`src/rtl/shiftreg_tap_delay.sv`:
```
// Parametrised WIDTH x DEPTH shift-register delay line with a runtime tap select,
// per-tap validity from a saturating fill counter, and a fixed full-depth tap.
module shiftreg_tap_delay #(
   parameter  int WIDTH = 8,
   parameter  int DEPTH = 4,
   localparam int SELW  = $clog2(DEPTH),
   localparam int CNTW  = $clog2(DEPTH + 1)
) (
   input  logic             ck,
   input  logic             reset,
   input  logic             en,
   input  logic             clr,
   input  logic [WIDTH-1:0] din,
   input  logic [SELW-1:0]  tap_sel,
   output logic [WIDTH-1:0] dout,
   output logic             dout_valid,
   output logic [WIDTH-1:0] dlast,
   output logic             full,
   output logic [CNTW-1:0]  fill
);

   localparam logic [CNTW-1:0] DEPTH_C   = CNTW'(DEPTH);
   localparam logic [CNTW-1:0] CNT_ONE_C = CNTW'(1);
   localparam logic [SELW:0]   DEPTH_S   = (SELW + 1)'(DEPTH);

   logic [WIDTH-1:0] stage_q [DEPTH];
   logic [WIDTH-1:0] stage_d [DEPTH];
   logic [CNTW-1:0]  fill_q;
   logic [CNTW-1:0]  fill_d;

   logic             tap_ok_s;
   logic [CNTW:0]    tap_ext_s;
   logic [CNTW:0]    fill_ext_s;
   logic [WIDTH-1:0] dout_s;

   // Next-state: clear beats shift; the fill count saturates at DEPTH.
   always_comb begin
      stage_d = stage_q;
      fill_d  = fill_q;
      if (clr) begin
         for (int i = 0; i < DEPTH; i++) begin
            stage_d[i] = '0;
         end
         fill_d = '0;
      end else if (en) begin
         stage_d[0] = din;
         for (int i = 1; i < DEPTH; i++) begin
            stage_d[i] = stage_q[i-1];
         end
         if (fill_q < DEPTH_C) begin
            fill_d = fill_q + CNT_ONE_C;
         end else begin
            fill_d = fill_q;
         end
      end else begin
         stage_d = stage_q;
         fill_d  = fill_q;
      end
   end

   // State registers with asynchronous reset.
   always_ff @(posedge ck or posedge reset) begin
      if (reset) begin
         for (int i = 0; i < DEPTH; i++) begin
            stage_q[i] <= '0;
         end
         fill_q <= '0;
      end else begin
         for (int i = 0; i < DEPTH; i++) begin
            stage_q[i] <= stage_d[i];
         end
         fill_q <= fill_d;
      end
   end

   // Tap mux: unmatched selects (only when DEPTH is not a power of two) read zero.
   always_comb begin
      dout_s     = '0;
      tap_ok_s   = ({1'b0, tap_sel} < DEPTH_S);
      tap_ext_s  = (CNTW + 1)'(tap_sel);
      fill_ext_s = {1'b0, fill_q};
      for (int i = 0; i < DEPTH; i++) begin
         if (tap_sel == SELW'(i)) begin
            dout_s = stage_q[i];
         end else begin
            dout_s = dout_s;
         end
      end
   end

   assign dout       = dout_s;
   assign dout_valid = tap_ok_s && (fill_ext_s > tap_ext_s);
   assign dlast      = stage_q[DEPTH-1];
   assign full       = (fill_q == DEPTH_C);
   assign fill       = fill_q;

endmodule

```
`config.mk`:
```
export PLATFORM = sky130hd
export DESIGN_NAME = shiftreg_tap_delay
export DESIGN_NICKNAME = d
export VERILOG_FILES = /design/src/rtl/shiftreg_tap_delay.sv
export SDC_FILE = /design/constraint.sdc
export NUM_CORES = 1
export LEC_CHECK = 0
export CORE_MARGIN = 1.5
export CORE_UTILIZATION = 30
export CTS_CLUSTER_DIAMETER = 40
export CTS_CLUSTER_SIZE = 10
export DETAILED_ROUTE_END_ITERATION = 7
export SLEW_MARGIN = 20
export SYNTH_ARGS = -nofsm -noshare
export SYNTH_HDL_FRONTEND = slang
export SYNTH_SLANG_ARGS = --single-unit
```
`constraint.sdc`:
```
create_clock -name ck -period 2.4 [get_ports ck]
set_input_delay 0.48 -clock ck [delete_from_list [all_inputs] [get_ports ck]]
set_output_delay 0.48 -clock ck [all_outputs]
set_load 0.005 [all_outputs]
```
-- Word-level counts from Yosys, hierarchy flattened
Index checks and enable logic that the tools add are counted.
W data, S select, Z words.
- bits in registers: 35
- bits in latches: 0
- memory bits (writable): 0
- ROM bits: 0
- input bits: 14
- output and inout bits: 21
- logic and storage cells: 25
- memories kept: 0
- add/sub/neg operators: 1
- multiply operators: 0
- div/mod/pow operators: 0
- order comparisons: 2
- equality and inequality tests: 4
- shifts and indexed selects: 0
- multiplexer cells: 9
- bitwise logic cells: 0
- reduce and logical (&&, ||, !) cells: 4
- operator list (cell ; number):
    $mux W32 ; 2
    $mux W8 ; 4
    $mux W3 ; 3
    $eq A2 B2 Y1 const B ; 2
    $reduce_bool A2 Y1 ; 2
    $add A3 B1 Y3 const B ; 1
    $eq A3 B3 Y1 const B ; 1
    $gt A3 B2 Y1 ; 1
    $lt A3 B3 Y1 const B ; 1
    $eq A2 B1 Y1 const B ; 1
    $logic_not A2 Y1 ; 1
    $reduce_and A2 Y1 ; 1

-- Logic depth before layout (Yosys ltp)
Gate-level depths: netlist of the first run.
- depth after elaboration: 5
- mapped depth: 6

-- Worst setup path before layout of the first run
No wires, ideal clock.
- path type: input -> output
- start point: in tap_sel[1]
- end point: out dout_valid
- arrival: 1.249 ns
- data required time: 1.920 ns
- path slack: 0.671 ns
- stages on the path: 6
- buffers on the path: 1
- path through: buf_6 -> inv_1 -> ha_1 -> nor2b_1 -> o21ai_0 -> nand2b_1
- cells in the longest elaborated chain, start to end: 1
- RTL lines (element ; RTL line ; source):
    start: declaration ; 14 ; input logic [SELW-1:0] tap_sel,
    $gt A3 B2 Y1 ; 92 ; assign dout_valid = tap_ok_s && (fill_ext_s > tap_ext_s);
    end: declaration ; 16 ; output logic dout_valid,
Every way passes these cells.

-- Final worst setup path of the first run
- start point: in tap_sel[0]
- end point: out dout_valid
The elaborated chain is that of the path after synthesis.

==> impl_metrics.py, run 1 <==
metrics = {
    "route": {
        "drc": 0,
        "wire_per_inst_um": 14.3,
        "drtPass1Iterations": 4,
        "vias_per_cell": 4.56,
        "drt_iter0_markers": 26,
        "ant_nets": 0,
        "routed_wirelength_um": 3590,
        "via_count": 1145,
    },
    "sta": {
        "timing.final.ws_setup_ns": 0.146,
        "period_share_pct": 93.9,
        "timing.setup.tns_ns": 0,
        "setup_viol": 0,
        "fmax_mhz": 444,
        "fin_skew_ns": 0.00617,
        "finalHoldViolCount": 0,
        "slew_headroom_pct": 69.7,
        "tightest_slew_ns": 0.455,
        "rsz0062_at_grt": "no",
        "layout_min_cycle_time_ns": 2.25,
        "slew_viol_final": 0,
    },
    "setup_path": {
        "slowest_delay_ns": 0.27,
        "rrSetupSlack_ns": 1.29,
        "crit_family": "buffers and inverters",
        "worstSetupEndpointType": "primary output",
        "r2r_start": "fill[0]$_DFFE_PP0P_",
        "cp.required_ns": 1.92,
        "slowest_stage": "ha_1",
        "crit_chain": "dlygate4sd2_1, buf_12, buf_4, ha_1, nand2_1, o21ai_1, nand2b_1, dlygate4sd2_1",
        "crit_fanout": 7,
        "reg2reg_to": "fill[1]$_DFFE_PP0P_",
        "r2r_cells": 4,
        "arrival_ns": 1.77,
        "critPathBufInv": 4,
        "worst_path_most_repeated_cell": "dlygate4sd2_1",
        "path_depth": 8,
        "path_class": "input port to primary output",
        "startpoint_type": "input port",
    },
    "global_route": {
        "grt_pass1_vias": 1220,
        "grt_pass1_wl_um": 5950,
        "grt_start_max_net_pins": 36,
        "grt.overflow.total": 0,
        "antenna_found_initial": 0,
        "grt_usage_pct": 12.5,
    },
    "cts": {
        "cts_sinks": 35,
        "tritoncts": "done",
        "cts_buffer_depth": 2,
        "cts_root_buf": "clkbuf_8",
        "cts-htree-levels": 2,
        "holdBufCountCts": 0,
        "clock_latency_ns": 0.28,
        "cts-buffers-inserted": 5,
        "clkTransAtPathRegs_ns": 0.07,
    },
    "worst_hold_path": {
        "hold_path_startpoint": "stage_q[15]$_DFFE_PP0P_",
        "hold_depth": 2,
        "min_to": "stage_q[15]$_DFFE_PP0P_",
        "worst_hold_path_type": "flop to flop",
    },
    "final_layout": {
        "fill_cells": 576,
        "area_growth_pct": 27.0,
        "drive_above_1_share_pct": 14.5,
        "final_cells": 251,
        "diodes": 0,
        "final_cell_mix": "35 x nor2_1, 35 x dfrtp_1, 33 x mux2i_1",
        "finalNetCount": 196,
        "finish.utilization_pct": 40.1,
    },
    "die": {
        "start_util_pct": 31.6,
        "core_um2": 5610,
        "io_pins": 35,
        "die_w_um": 79.9,
        "rows": 27,
        "die_y_um": 79.9,
        "dieArea_um2": 6380,
    },
    "placed_design": {
        "place_inst": 239,
        "dp_hpwl_um": 2400,
        "port_buffers": 34,
        "pre_cts_ws_ns": -0.284,
        "place.gp.congestion": 0.698,
    },
    "logic_synthesis": {
        "synth_cell_type_count": 19,
        "synth-simple-area-share_pct": 9.11,
        "synth-xor-area-share_pct": 0.494,
        "synth-seq-area-share_pct": 49.4,
        "synth.top_cell.area_share_pct": 49.4,
        "synth_compound_area_share_pct": 0.565,
        "synth.area.mux_share_pct": 28.8,
        "syn-cell-area_um2": 1770,
        "yosys.area.top_type": "dfrtp_1",
        "syn_nets": 163,
        "ys_warn_count": 0,
        "synthCells": 145,
        "synthAdderAreaFrac_pct": 2.82,
        "synthTopCellsByArea": "dfrtp_1 49%, mux2i_1 19%, mux4_2 10%",
        "ys_ff_latch": 35,
        "synth_top_family_by_area": "multiplexers",
        "avgSynthCellArea_um2": 12.2,
    },
    "outcome": {
        "status": "complete, no violations",
    },
    "power": {
        "power_switching_mw": 0.300,
        "p_int_mw": 0.965,
        "ir_drop_v": 0.000330,
        "power_frac_clock_pct": 36.8,
        "p_leak_nw": 1.13,
        "switching_share_pct": 23.7,
        "seqPwrFrac_pct": 49.5,
        "p_per_area_nw_per_um2": 562,
        "pwr-share-comb_pct": 13.8,
    },
    "run": {
        "cap_violations": 0,
    },
}
-- power by group through the flow --
stage	logic, mW	clock network, mW	registers, mW
after global routing	0.191	0.505	0.628
after CTS	0.179	0.478	0.625
after global placement	0.173	0	0.635
after detailed placement	0.178	0	0.637
after floorplan	0.107	0	0.632
final	0.174	0.465	0.625
-- synth_stat cells, drive strengths merged --
cell	instances
a21oi	1
and2	1
and2b	1
buf	15
clkbuf	3
dfrtp	35
ha	4
inv	4
mux2i	33
mux4	8
nand2	1
nand2b	1
nor2	35
nor2b	1
o21ai	1
xnor2	1
-- stage by stage --
step | hold WS, ns | total power [mW] | cell area (µm²)
3_3_place_gp | 0.516 | 0.808 | 2130
3_5_place_dp | 0.535 | 0.814 | 2130
5_1_grt | 0.578 | 1.32 | 2250
2_1_floorplan | 0.503 | 0.739 | 1770
4_1_cts | 0.551 | 1.28 | 2250
6_report | 0.541 | 1.26 | 2250
-- final cells by class --
| type | instances | area [µm²] | share of cell area [%] |
|---|---|---|---|
| inverters | 4 | 15.0 | 0.667 |
| multi-input cells | 88 | 741 | 32.9 |
| repair buffers | 44 | 429 | 19.1 |
| flip-flops and latches | 35 | 876 | 38.9 |
| clock buffers | 8 | 100 | 4.45 |
| well taps | 72 | 90.1 | 4.00 |
-- state kept, by name (all words and copies together), names as in the netlist --
| register | count |
|---|---|
| dlast | 8 |
| fill | 3 |
| stage_q | 24 |
-- worst max path at each step --
stage | slack [ns] | end | startpoint
3_5_place_dp | -0.28 | dout_valid | tap_sel[1]
2_1_floorplan | 0.67 | dout_valid | tap_sel[1]
5_1_grt | 0.09 | dout_valid | tap_sel[0]
6_report | 0.15 | dout_valid | tap_sel[0]
3_3_place_gp | -0.25 | dout_valid | tap_sel[1]
4_1_cts | -0.06 | dout_valid | tap_sel[1]
-- worst register-to-register path: stages (launching register included) --
cell,delay (ns)
dfrtp_1,0.41
inv_1,0.08
ha_1,0.30
mux2i_1,0.13
nor2_1,0.06
-- cell families after synthesis --
family          count (synthesis)
compound gates                  2
xor+xnor                        1
fa+ha+maj                       4
buf+inv                        22
flops                          35
mux                            41
simple gates                   40
-- repair_timing --
| action | CTS | global route |
|---|---|---|
| gates resized for setup | 12 | 1 |
| setup buffers | 4 | 0 |
| setup endpoints to repair | 9 | 3 |
-- routing by layer --
| layer | wire, µm | GRT usage (%) | vias to the layer above | share of wire (%) |
|---|---|---|---|---|
| met2 | 1750 | 20.4 | 22 | 49 |
| met1 | 1650 | 15.6 | 567 | 46 |
| met4 | 43 | 4.66 | 0 | 1.2 |
| met3 | 149 | 3.54 | 5 | 4.1 |
| met5 | 0 | 0 | - | 0 |
| li1 | - | - | 551 | - |
No activity file was read; power rests on OpenSTA's default activity.
==> inputs of run 2 (changes only) <==
CAP_MARGIN = 20   (was default)
==> results of run 2 <==
No change in the layout: final DEF, timing and power equal those of run 1.
==> inputs of run 3 (changes only) <==
ABC_CLOCK_PERIOD_IN_PS = 2400   (was default)
==> results of run 3 <==
No change in the layout: final DEF, timing and power equal those of run 1.
